[config.mk]
export PLATFORM = sky130hd
export DESIGN_NAME = ex_muldiv_unit
export DESIGN_NICKNAME = d
export VERILOG_FILES = /design/src/rtl/rv32m_pkg.sv /design/src/rtl/ex_muldiv_unit_div_iter_core.sv /design/src/rtl/ex_muldiv_unit.sv
export SDC_FILE = /design/constraint.sdc
export NUM_CORES = 2
export LEC_CHECK = 0
export CAP_MARGIN = 10
export CORE_ASPECT_RATIO = 0.75
export CORE_MARGIN = 4
export CORE_UTILIZATION = 30
export CTS_CLUSTER_SIZE = 16
export DETAILED_ROUTE_END_ITERATION = 16
export GPL_TIMING_DRIVEN = 0
export HOLD_SLACK_MARGIN = 0.05
export PLACE_DENSITY = 0.45
export SLEW_MARGIN = 0
export SYNTH_ARGS = -nofsm -noshare
export SYNTH_HDL_FRONTEND = slang
export SYNTH_HIERARCHICAL = 1
export SYNTH_SLANG_ARGS = --single-unit
[constraint.sdc]
create_clock -name clk -period 10.2 [get_ports clk]
set_clock_uncertainty 0.1 [all_clocks]
set_input_delay 1.02 -clock clk [delete_from_list [all_inputs] [get_ports clk]]
set_output_delay 1.02 -clock clk [all_outputs]
set_load 0.03 [all_outputs]
[src/rtl/rv32m_pkg.sv]
// Shared definitions for the RV32M multiply/divide engine: operand width,
// M-extension aluop encodings and the controller state type.
package rv32m_pkg;

    localparam int unsigned XLEN = 32;

    localparam logic [4:0] OP_MUL    = 5'b01000;
    localparam logic [4:0] OP_MULH   = 5'b01001;
    localparam logic [4:0] OP_MULHSU = 5'b01010;
    localparam logic [4:0] OP_MULHU  = 5'b01011;
    localparam logic [4:0] OP_DIV    = 5'b01100;
    localparam logic [4:0] OP_DIVU   = 5'b01101;
    localparam logic [4:0] OP_REM    = 5'b01110;
    localparam logic [4:0] OP_REMU   = 5'b01111;

    typedef enum logic [1:0] {
        ST_IDLE = 2'd0,
        ST_MUL  = 2'd1,
        ST_DIV  = 2'd2,
        ST_DONE = 2'd3
    } muldiv_state_e;

    // All eight M-ops share the 01xxx prefix.
    function automatic logic is_mop(input logic [4:0] op);
        return op[4:3] == 2'b01;
    endfunction

    // Divide-class ops have bit 2 set; bit 1 picks remainder; bit 0 marks unsigned.
    function automatic logic is_div_op(input logic [4:0] op);
        return op[2];
    endfunction

endpackage

[src/rtl/ex_muldiv_unit_div_iter_core.sv]
// Iterative restoring divider on unsigned magnitudes; one quotient bit per
// cycle after a load, with the final step's result exposed combinationally.
module div_iter_core
    import rv32m_pkg::*;
#(
    parameter int unsigned WIDTH = 32,
    parameter int unsigned STEPS = 32
) (
    input  logic             clk,
    input  logic             rst,
    input  logic             load,
    input  logic [WIDTH-1:0] dividend,
    input  logic [WIDTH-1:0] divisor,
    output logic             last,
    output logic [WIDTH-1:0] quotient,
    output logic [WIDTH-1:0] remainder
);

    localparam int unsigned CW = $clog2(STEPS + 1);

    logic [WIDTH-1:0] rem_q, rem_d;
    logic [WIDTH-1:0] quo_q, quo_d;
    logic [WIDTH-1:0] dvs_q, dvs_d;
    logic [CW-1:0]    cnt_q, cnt_d;

    logic [WIDTH:0]   shifted;
    logic [WIDTH:0]   diff;
    logic [WIDTH-1:0] step_rem;
    logic [WIDTH-1:0] step_quo;

    always_comb begin
        shifted = {rem_q, quo_q[WIDTH-1]};
        diff    = shifted - {1'b0, dvs_q};
        // Partial remainder stays below the divisor, so a successful
        // subtraction always fits back into WIDTH bits.
        if (shifted >= {1'b0, dvs_q}) begin
            step_rem = diff[WIDTH-1:0];
            step_quo = {quo_q[WIDTH-2:0], 1'b1};
        end else begin
            step_rem = shifted[WIDTH-1:0];
            step_quo = {quo_q[WIDTH-2:0], 1'b0};
        end

        rem_d = rem_q;
        quo_d = quo_q;
        dvs_d = dvs_q;
        cnt_d = cnt_q;
        if (load) begin
            rem_d = '0;
            quo_d = dividend;
            dvs_d = divisor;
            cnt_d = CW'(STEPS);
        end else if (cnt_q != '0) begin
            rem_d = step_rem;
            quo_d = step_quo;
            cnt_d = cnt_q - CW'(1);
        end
    end

    always_ff @(posedge clk) begin
        if (!rst) begin
            rem_q <= '0;
            quo_q <= '0;
            dvs_q <= '0;
            cnt_q <= '0;
        end else begin
            rem_q <= rem_d;
            quo_q <= quo_d;
            dvs_q <= dvs_d;
            cnt_q <= cnt_d;
        end
    end

    assign last      = (cnt_q == CW'(1));
    assign quotient  = step_quo;
    assign remainder = step_rem;

endmodule

[src/rtl/ex_muldiv_unit.sv]
// EX-stage RV32M engine: 2-stall multiply, 32-step iterative divide, and a
// busywait that freezes the pipeline until the registered result is ready.
module ex_muldiv_unit
    import rv32m_pkg::*;
#(
    parameter int unsigned XLEN      = rv32m_pkg::XLEN,
    parameter int unsigned DIV_STEPS = 32
) (
    input  logic            clk,
    input  logic            rst,
    input  logic            start,
    input  logic [4:0]      aluop,
    input  logic [XLEN-1:0] op_a,
    input  logic [XLEN-1:0] op_b,
    output logic [XLEN-1:0] result,
    output logic            done,
    output logic            busywait
);

    localparam logic [XLEN-1:0] INT_MIN = {1'b1, {(XLEN-1){1'b0}}};
    localparam int unsigned     PW      = 2 * XLEN + 2;

    muldiv_state_e   state_q, state_d;
    logic [4:0]      op_q, op_d;
    logic [XLEN-1:0] a_q, a_d;
    logic [XLEN-1:0] b_q, b_d;
    logic            neg_quo_q, neg_quo_d;
    logic            neg_rem_q, neg_rem_d;
    logic [XLEN-1:0] result_q, result_d;
    logic            done_q, done_d;

    logic            in_signed;
    logic            a_neg, b_neg;
    logic [XLEN-1:0] a_mag, b_mag;
    logic            div_load;
    logic            div_last;
    logic [XLEN-1:0] div_quo, div_rem;
    logic [XLEN-1:0] fix_quo, fix_rem;

    logic            mul_a_signed, mul_b_signed;
    logic [PW-1:0]   mul_a_ext, mul_b_ext;
    logic [PW-1:0]   product;

    div_iter_core #(
        .WIDTH (XLEN),
        .STEPS (DIV_STEPS)
    ) u_div (
        .clk       (clk),
        .rst       (rst),
        .load      (div_load),
        .dividend  (a_mag),
        .divisor   (b_mag),
        .last      (div_last),
        .quotient  (div_quo),
        .remainder (div_rem)
    );

    always_comb begin
        // Multiply on latched operands: 33-bit per-op extension, then a
        // full-width sign extension so a plain product yields the signed result.
        mul_a_signed = (op_q != OP_MULHU);
        mul_b_signed = (op_q == OP_MUL) || (op_q == OP_MULH);
        mul_a_ext    = {{(XLEN+2){mul_a_signed & a_q[XLEN-1]}}, a_q};
        mul_b_ext    = {{(XLEN+2){mul_b_signed & b_q[XLEN-1]}}, b_q};
        product      = mul_a_ext * mul_b_ext;

        in_signed = !aluop[0];
        a_neg     = in_signed & op_a[XLEN-1];
        b_neg     = in_signed & op_b[XLEN-1];
        a_mag     = a_neg ? -op_a : op_a;
        b_mag     = b_neg ? -op_b : op_b;

        fix_quo = neg_quo_q ? -div_quo : div_quo;
        fix_rem = neg_rem_q ? -div_rem : div_rem;

        state_d   = state_q;
        op_d      = op_q;
        a_d       = a_q;
        b_d       = b_q;
        neg_quo_d = neg_quo_q;
        neg_rem_d = neg_rem_q;
        result_d  = result_q;
        done_d    = 1'b0;
        div_load  = 1'b0;
        busywait  = 1'b0;

        unique case (state_q)
            ST_IDLE: begin
                if (start && is_mop(aluop)) begin
                    busywait = 1'b1;
                    op_d     = aluop;
                    a_d      = op_a;
                    b_d      = op_b;
                    if (!is_div_op(aluop)) begin
                        state_d = ST_MUL;
                    end else if (op_b == '0) begin
                        result_d = aluop[1] ? op_a : '1;
                        done_d   = 1'b1;
                        state_d  = ST_DONE;
                    end else if (in_signed && op_a == INT_MIN && op_b == '1) begin
                        result_d = aluop[1] ? '0 : INT_MIN;
                        done_d   = 1'b1;
                        state_d  = ST_DONE;
                    end else begin
                        div_load  = 1'b1;
                        neg_quo_d = a_neg ^ b_neg;
                        neg_rem_d = a_neg;
                        state_d   = ST_DIV;
                    end
                end
            end
            ST_MUL: begin
                busywait = 1'b1;
                result_d = (op_q == OP_MUL) ? product[XLEN-1:0] : product[2*XLEN-1:XLEN];
                done_d   = 1'b1;
                state_d  = ST_DONE;
            end
            ST_DIV: begin
                busywait = 1'b1;
                if (div_last) begin
                    result_d = op_q[1] ? fix_rem : fix_quo;
                    done_d   = 1'b1;
                    state_d  = ST_DONE;
                end
            end
            ST_DONE: begin
                state_d = ST_IDLE;
            end
            default: state_d = ST_IDLE;
        endcase
    end

    always_ff @(posedge clk) begin
        if (!rst) begin
            state_q   <= ST_IDLE;
            op_q      <= '0;
            a_q       <= '0;
            b_q       <= '0;
            neg_quo_q <= 1'b0;
            neg_rem_q <= 1'b0;
            result_q  <= '0;
            done_q    <= 1'b0;
        end else begin
            state_q   <= state_d;
            op_q      <= op_d;
            a_q       <= a_d;
            b_q       <= b_d;
            neg_quo_q <= neg_quo_d;
            neg_rem_q <= neg_rem_d;
            result_q  <= result_d;
            done_q    <= done_d;
        end
    end

    assign result = result_q;
    assign done   = done_q;

endmodule

==> reports/summary.txt <==
FLOORPLAN
-------------------------------------------------------------------------------------------------
Initial cell density of the core                                                           30.21%
Core region area                                                                       0.1728 mm2
Die height                                                                               369.2 um
Die extent in x                                                                          489.6 um
Number of top-level pins                                                                      106
# rows                                                                                        132
Die area                                                                               0.1808 mm2

YOSYS
-------------------------------------------------------------------------------------------------
Fraction of registers with async set/reset                                                     0%
Cells after Synth                                                                            6097
Number of distinct library cell variants in the gate-level netlist after synthesis             94
Number of synthesized flops with an enable pin                                                  0
Netlist area before placement                                                         0.05219 mm2
Largest area contributor in the synthesized netlist                                  sky130_fd_sc_hd__fa_1
Yosys warnings                                                                                  6
Top_reg_cell synth                                                                   sky130_fd_sc_hd__dfxtp_1
Avg Inst Size Synth                                                                     8.560 um2
Top-count cell post-synth                                                            sky130_fd_sc_hd__inv_1
Ranking of synthesized cells by area                                                 sky130_fd_sc_hd__fa_1 (43%), sky130_fd_sc_hd__inv_1 (8.3%), sky130_fd_sc_hd__nand2_1 (8.0%), sky130_fd_sc_hd__dfxtp_1 (8.0%), sky130_fd_sc_hd__ha_1 (6.1%)
Share of the synthesized area in the top cell type                                         43.19%
Register bit total from synthesis                                                             208
Share of the yosys chip area belonging to registers                                        7.979%
Number of nets produced by synthesis                                                         7551
Leading post-synthesis cells by instance count                                       sky130_fd_sc_hd__inv_1 (1151), sky130_fd_sc_hd__fa_1 (1126), sky130_fd_sc_hd__nand2_1 (1115)

PLACED DESIGN
-------------------------------------------------------------------------------------------------
Final HPWL DP                                                                           204000 um
Cell area reported after detailed placement                                           0.05611 mm2
Worst setup slack after placement                                                        -2485 ps
GP Congestion                                                                               1.007
Cell Count Post-Placement                                                                    8482
Number of buffers inserted by port buffering                                                  101

POWER
-------------------------------------------------------------------------------------------------
Total power per unit cell area                                                       118.0 mW/mm2
Internal Power                                                                         0.002795 W
Net switching share of the total power                                                     58.61%
Sw Pwr                                                                                 0.003959 W
Leakage power total                                                                      23.65 nW
Gate power share                                                                            69.6%
Clock network fraction of total power                                                       13.8%
Max IR drop VDD                                                                       0.0001633 V
Sequential share of power                                                                   16.6%

ROUTING
-------------------------------------------------------------------------------------------------
Drt via density                                                                             5.186
Overall via count from detail_route                                                         44170
Detailed Routing Iterations Pass 1                                                              5
Number of nets with antenna violations after detailed routing                                   0
Detailed router's first-iteration violation count                                            5178
Post-DR wirelength/cell                                                                  27.91 um
Detailed Route WL                                                                       237700 um
Number of remaining DRC errors                                                                  0

CRITICAL PATH
-------------------------------------------------------------------------------------------------
Type of the worst setup path                                                         flop to flop
Element type at the critical path start                                                      flop
Maximum fanout encountered on the critical timing path                                         10
Critical Path Sink Type                                                                      flop
Arrival time of the worst setup path                                                     10670 ps
CP required                                                                              10590 ps
Worst R2R Path Depth                                                                           27

CLOCK NETWORK
-------------------------------------------------------------------------------------------------
Clock transition at the registers of the reported paths                                     70 ps
TritonCTS clock tree                                                                        built
TritonCTS sink count                                                                          208
Total CTS buffers                                                                              22
Clock Tree Root                                                                      sky130_fd_sc_hd__clkbuf_16
CTS max path bufs                                                                               3
Deepest level of the CTS H-tree                                                                 1
Clock latency at the later pin of the worst-skew pair                                      580 ps

LAYOUT
-------------------------------------------------------------------------------------------------
Final std cells w/o fill                                                                     8518
Area growth, synth to finish                                                               9.652%
Post-route core utilization                                                                33.13%
Number of inserted filler cells in the final layout                                         18330
Number of nets in the layout                                                                 7664
Total area of multi-input combinational cells                                         0.04231 mm2
Fraction of layout cells with a size suffix above 1                                        4.064%
FF+latch area                                                                        0.004187 mm2
Layout Cell Area excl Fill                                                            0.05723 mm2

TIMING
-------------------------------------------------------------------------------------------------
Smallest hold slack                                                                      343.6 ps
Hold Fails Final Rpt                                                                            0
Fin worst setup slack                                                                   -81.63 ps
Ratio of final minimum period to clock period                                              100.8%
Setup repair after global routing missed its margin                                           yes
Worst max-slew margin expressed relative to the limit                                      16.03%
Final setup violating endpoints                                                                 1
Final critical path time including I/O delays and setup                                  10280 ps
Count of pins over their slew limit                                                             0
Max Fclk                                                                                97.26 MHz
Transition time at the pin with the least slew margin                                     1260 ps

GLOBAL ROUTE
-------------------------------------------------------------------------------------------------
Via count of the first global-routing pass                                                  44020
Total congestion overflow                                                                       0
Antenna violations before repair                                                               28
Global-route wire length before repair                                                  336700 um
Overall routing resource usage                                                             26.10%
Maximum number of pins on one net before global-route repair                                   25

WORST HOLD PATH
-------------------------------------------------------------------------------------------------
Worst hold path class                                                                flop to flop
Min-Delay Path Depth                                                                            2

OUTCOME
-------------------------------------------------------------------------------------------------
Result of the run                                                                    finished with violations
Failing checks                                                                       negative setup slack

RUN
-------------------------------------------------------------------------------------------------
Max cap viols                                                                                   0

-- logic make-up after synthesis --
group / count (synthesis) / share of synthesized area [%]
simple gates: 1921 / 17.05
buf+inv: 1549 / 11.45
fa+ha+maj: 1382 / 49.33
compound gates: 759 / 9.206
xor+xnor: 216 / 3.625
flops: 208 / 7.979
mux: 62 / 1.367
-- critical path, cell delays in order, from the launching register on --
cell and delay (ps):
sky130_fd_sc_hd__dfxtp_1 920, sky130_fd_sc_hd__clkbuf_2 570, sky130_fd_sc_hd__nand2_1 130, sky130_fd_sc_hd__fa_1 500, sky130_fd_sc_hd__inv_1 50, sky130_fd_sc_hd__fa_1 530, sky130_fd_sc_hd__inv_1 60, sky130_fd_sc_hd__fa_1 500
sky130_fd_sc_hd__fa_1 560, sky130_fd_sc_hd__inv_1 50, sky130_fd_sc_hd__fa_1 480, sky130_fd_sc_hd__inv_1 50, sky130_fd_sc_hd__fa_1 460, sky130_fd_sc_hd__fa_1 500, sky130_fd_sc_hd__inv_1 50, sky130_fd_sc_hd__fa_1 430
sky130_fd_sc_hd__ha_1 380, sky130_fd_sc_hd__a21oi_1 480, sky130_fd_sc_hd__o21ai_0 250, sky130_fd_sc_hd__or2_2 340, sky130_fd_sc_hd__a2111oi_1 250, sky130_fd_sc_hd__clkdlybuf4s18_2 330, sky130_fd_sc_hd__o31a_1 320, sky130_fd_sc_hd__o31ai_2 220
sky130_fd_sc_hd__a41oi_1 340, sky130_fd_sc_hd__mux2i_2 700, sky130_fd_sc_hd__a31oi_1 340, sky130_fd_sc_hd__o21ai_0 260
-- repair_timing --
| action | CTS | global route |
|---|---|---|
| resized for setup | 69 | 73 |
| buffers inserted | 4 | 2 |
| pin swaps | 6 | 6 |
| endpoints found under the setup margin | 21 | 18 |
| hold buffers | 0 | 0 |
-- routing by layer --
layer  part of all wire (%)  vias to the layer above  wire, um  track usage [%]
met2                     38                     2091     90590            34.33
li1                       -                    18780         -                -
met1                     48                    23080    114400            41.66
met3                     11                      218     26770            6.881
met5                      0                        -         0                0
met4                    2.5                        0      5921            5.604
-- final timing paths --
path / from / end / slack [ps]
hold / removal: result[13]$_SDFFE_PN0P_ / result[13]$_SDFFE_PN0P_ / 340
setup reg to reg: b_q[20]$_SDFFE_PN0P_ / result[17]$_SDFFE_PN0P_ / -80
hold reg to reg: result[13]$_SDFFE_PN0P_ / result[13]$_SDFFE_PN0P_ / 340
setup / recovery: b_q[20]$_SDFFE_PN0P_ / result[17]$_SDFFE_PN0P_ / -80
-- through the flow --
stage	power, W	setup TNS [ps]
floorplan	0.003575	0
finish	0.006754	-81.63
global route	0.006965	-282.9
global placement	0.005554	-38460
CTS	0.006498	0
detailed placement	0.005559	-27570
-- area by class of cell --
class	count	share of cell area [%]
Clock buffer	30	1.104
Sequential cell	208	7.316
Antenna cell	14	0.06122
Buffer	373	2.838
Timing Repair Buffer	113	1.963
Tap cell	2278	4.981
Inverter	1152	7.563
Clock inverter	10	0.2339
Multi-Input combinational cell	4340	73.94
-- registers in the layout, indices dropped and copies added (netlist names), 2 cells and up --
register / flops
result: 32
op_q: 5
b_q: 32
u_div/rem_q: 32
u_div/quo_q: 32
a_q: 32
state_q: 2
u_div/dvs_q: 32
u_div/cnt_q: 6
-- cells in the final DEF, fill, tap and decap left out, types with 19 or more instances in the layout --
master	n
sky130_fd_sc_hd__buf_4	36
sky130_fd_sc_hd__and2_1	333
sky130_fd_sc_hd__a21oi_1	277
sky130_fd_sc_hd__clkbuf_2	43
sky130_fd_sc_hd__nor2b_1	77
sky130_fd_sc_hd__nand4_1	36
sky130_fd_sc_hd__dfxtp_1	190
sky130_fd_sc_hd__clkdlybuf4s50_1	101
sky130_fd_sc_hd__o211ai_1	31
sky130_fd_sc_hd__mux2i_1	40
sky130_fd_sc_hd__nand2_1	1115
sky130_fd_sc_hd__nand3_1	34
sky130_fd_sc_hd__nand2b_1	27
sky130_fd_sc_hd__fa_1	1125
sky130_fd_sc_hd__nor2_1	144
sky130_fd_sc_hd__xor2_1	84
sky130_fd_sc_hd__ha_1	252
sky130_fd_sc_hd__o21ai_0	157
sky130_fd_sc_hd__o31ai_1	37
sky130_fd_sc_hd__clkbuf_1	277
sky130_fd_sc_hd__inv_1	1150
sky130_fd_sc_hd__clkbuf_16	23
sky130_fd_sc_hd__a31oi_1	19
sky130_fd_sc_hd__xnor2_1	123
sky130_fd_sc_hd__a21o_1	43
sky130_fd_sc_hd__nor3_1	41
sky130_fd_sc_hd__or4_1	20
-- power groups by stage --
stage / registers (W) / clock network, W / logic [W]
after floorplan: 0.00108 / 0 / 0.00250
after global placement: 0.00110 / 0 / 0.00445
after detailed placement: 0.00110 / 0 / 0.00446
after CTS: 0.00111 / 0.000930 / 0.00446
after global routing: 0.00113 / 0.000959 / 0.00488
final: 0.00112 / 0.000930 / 0.00470
(Power assumes the default switching activity.)
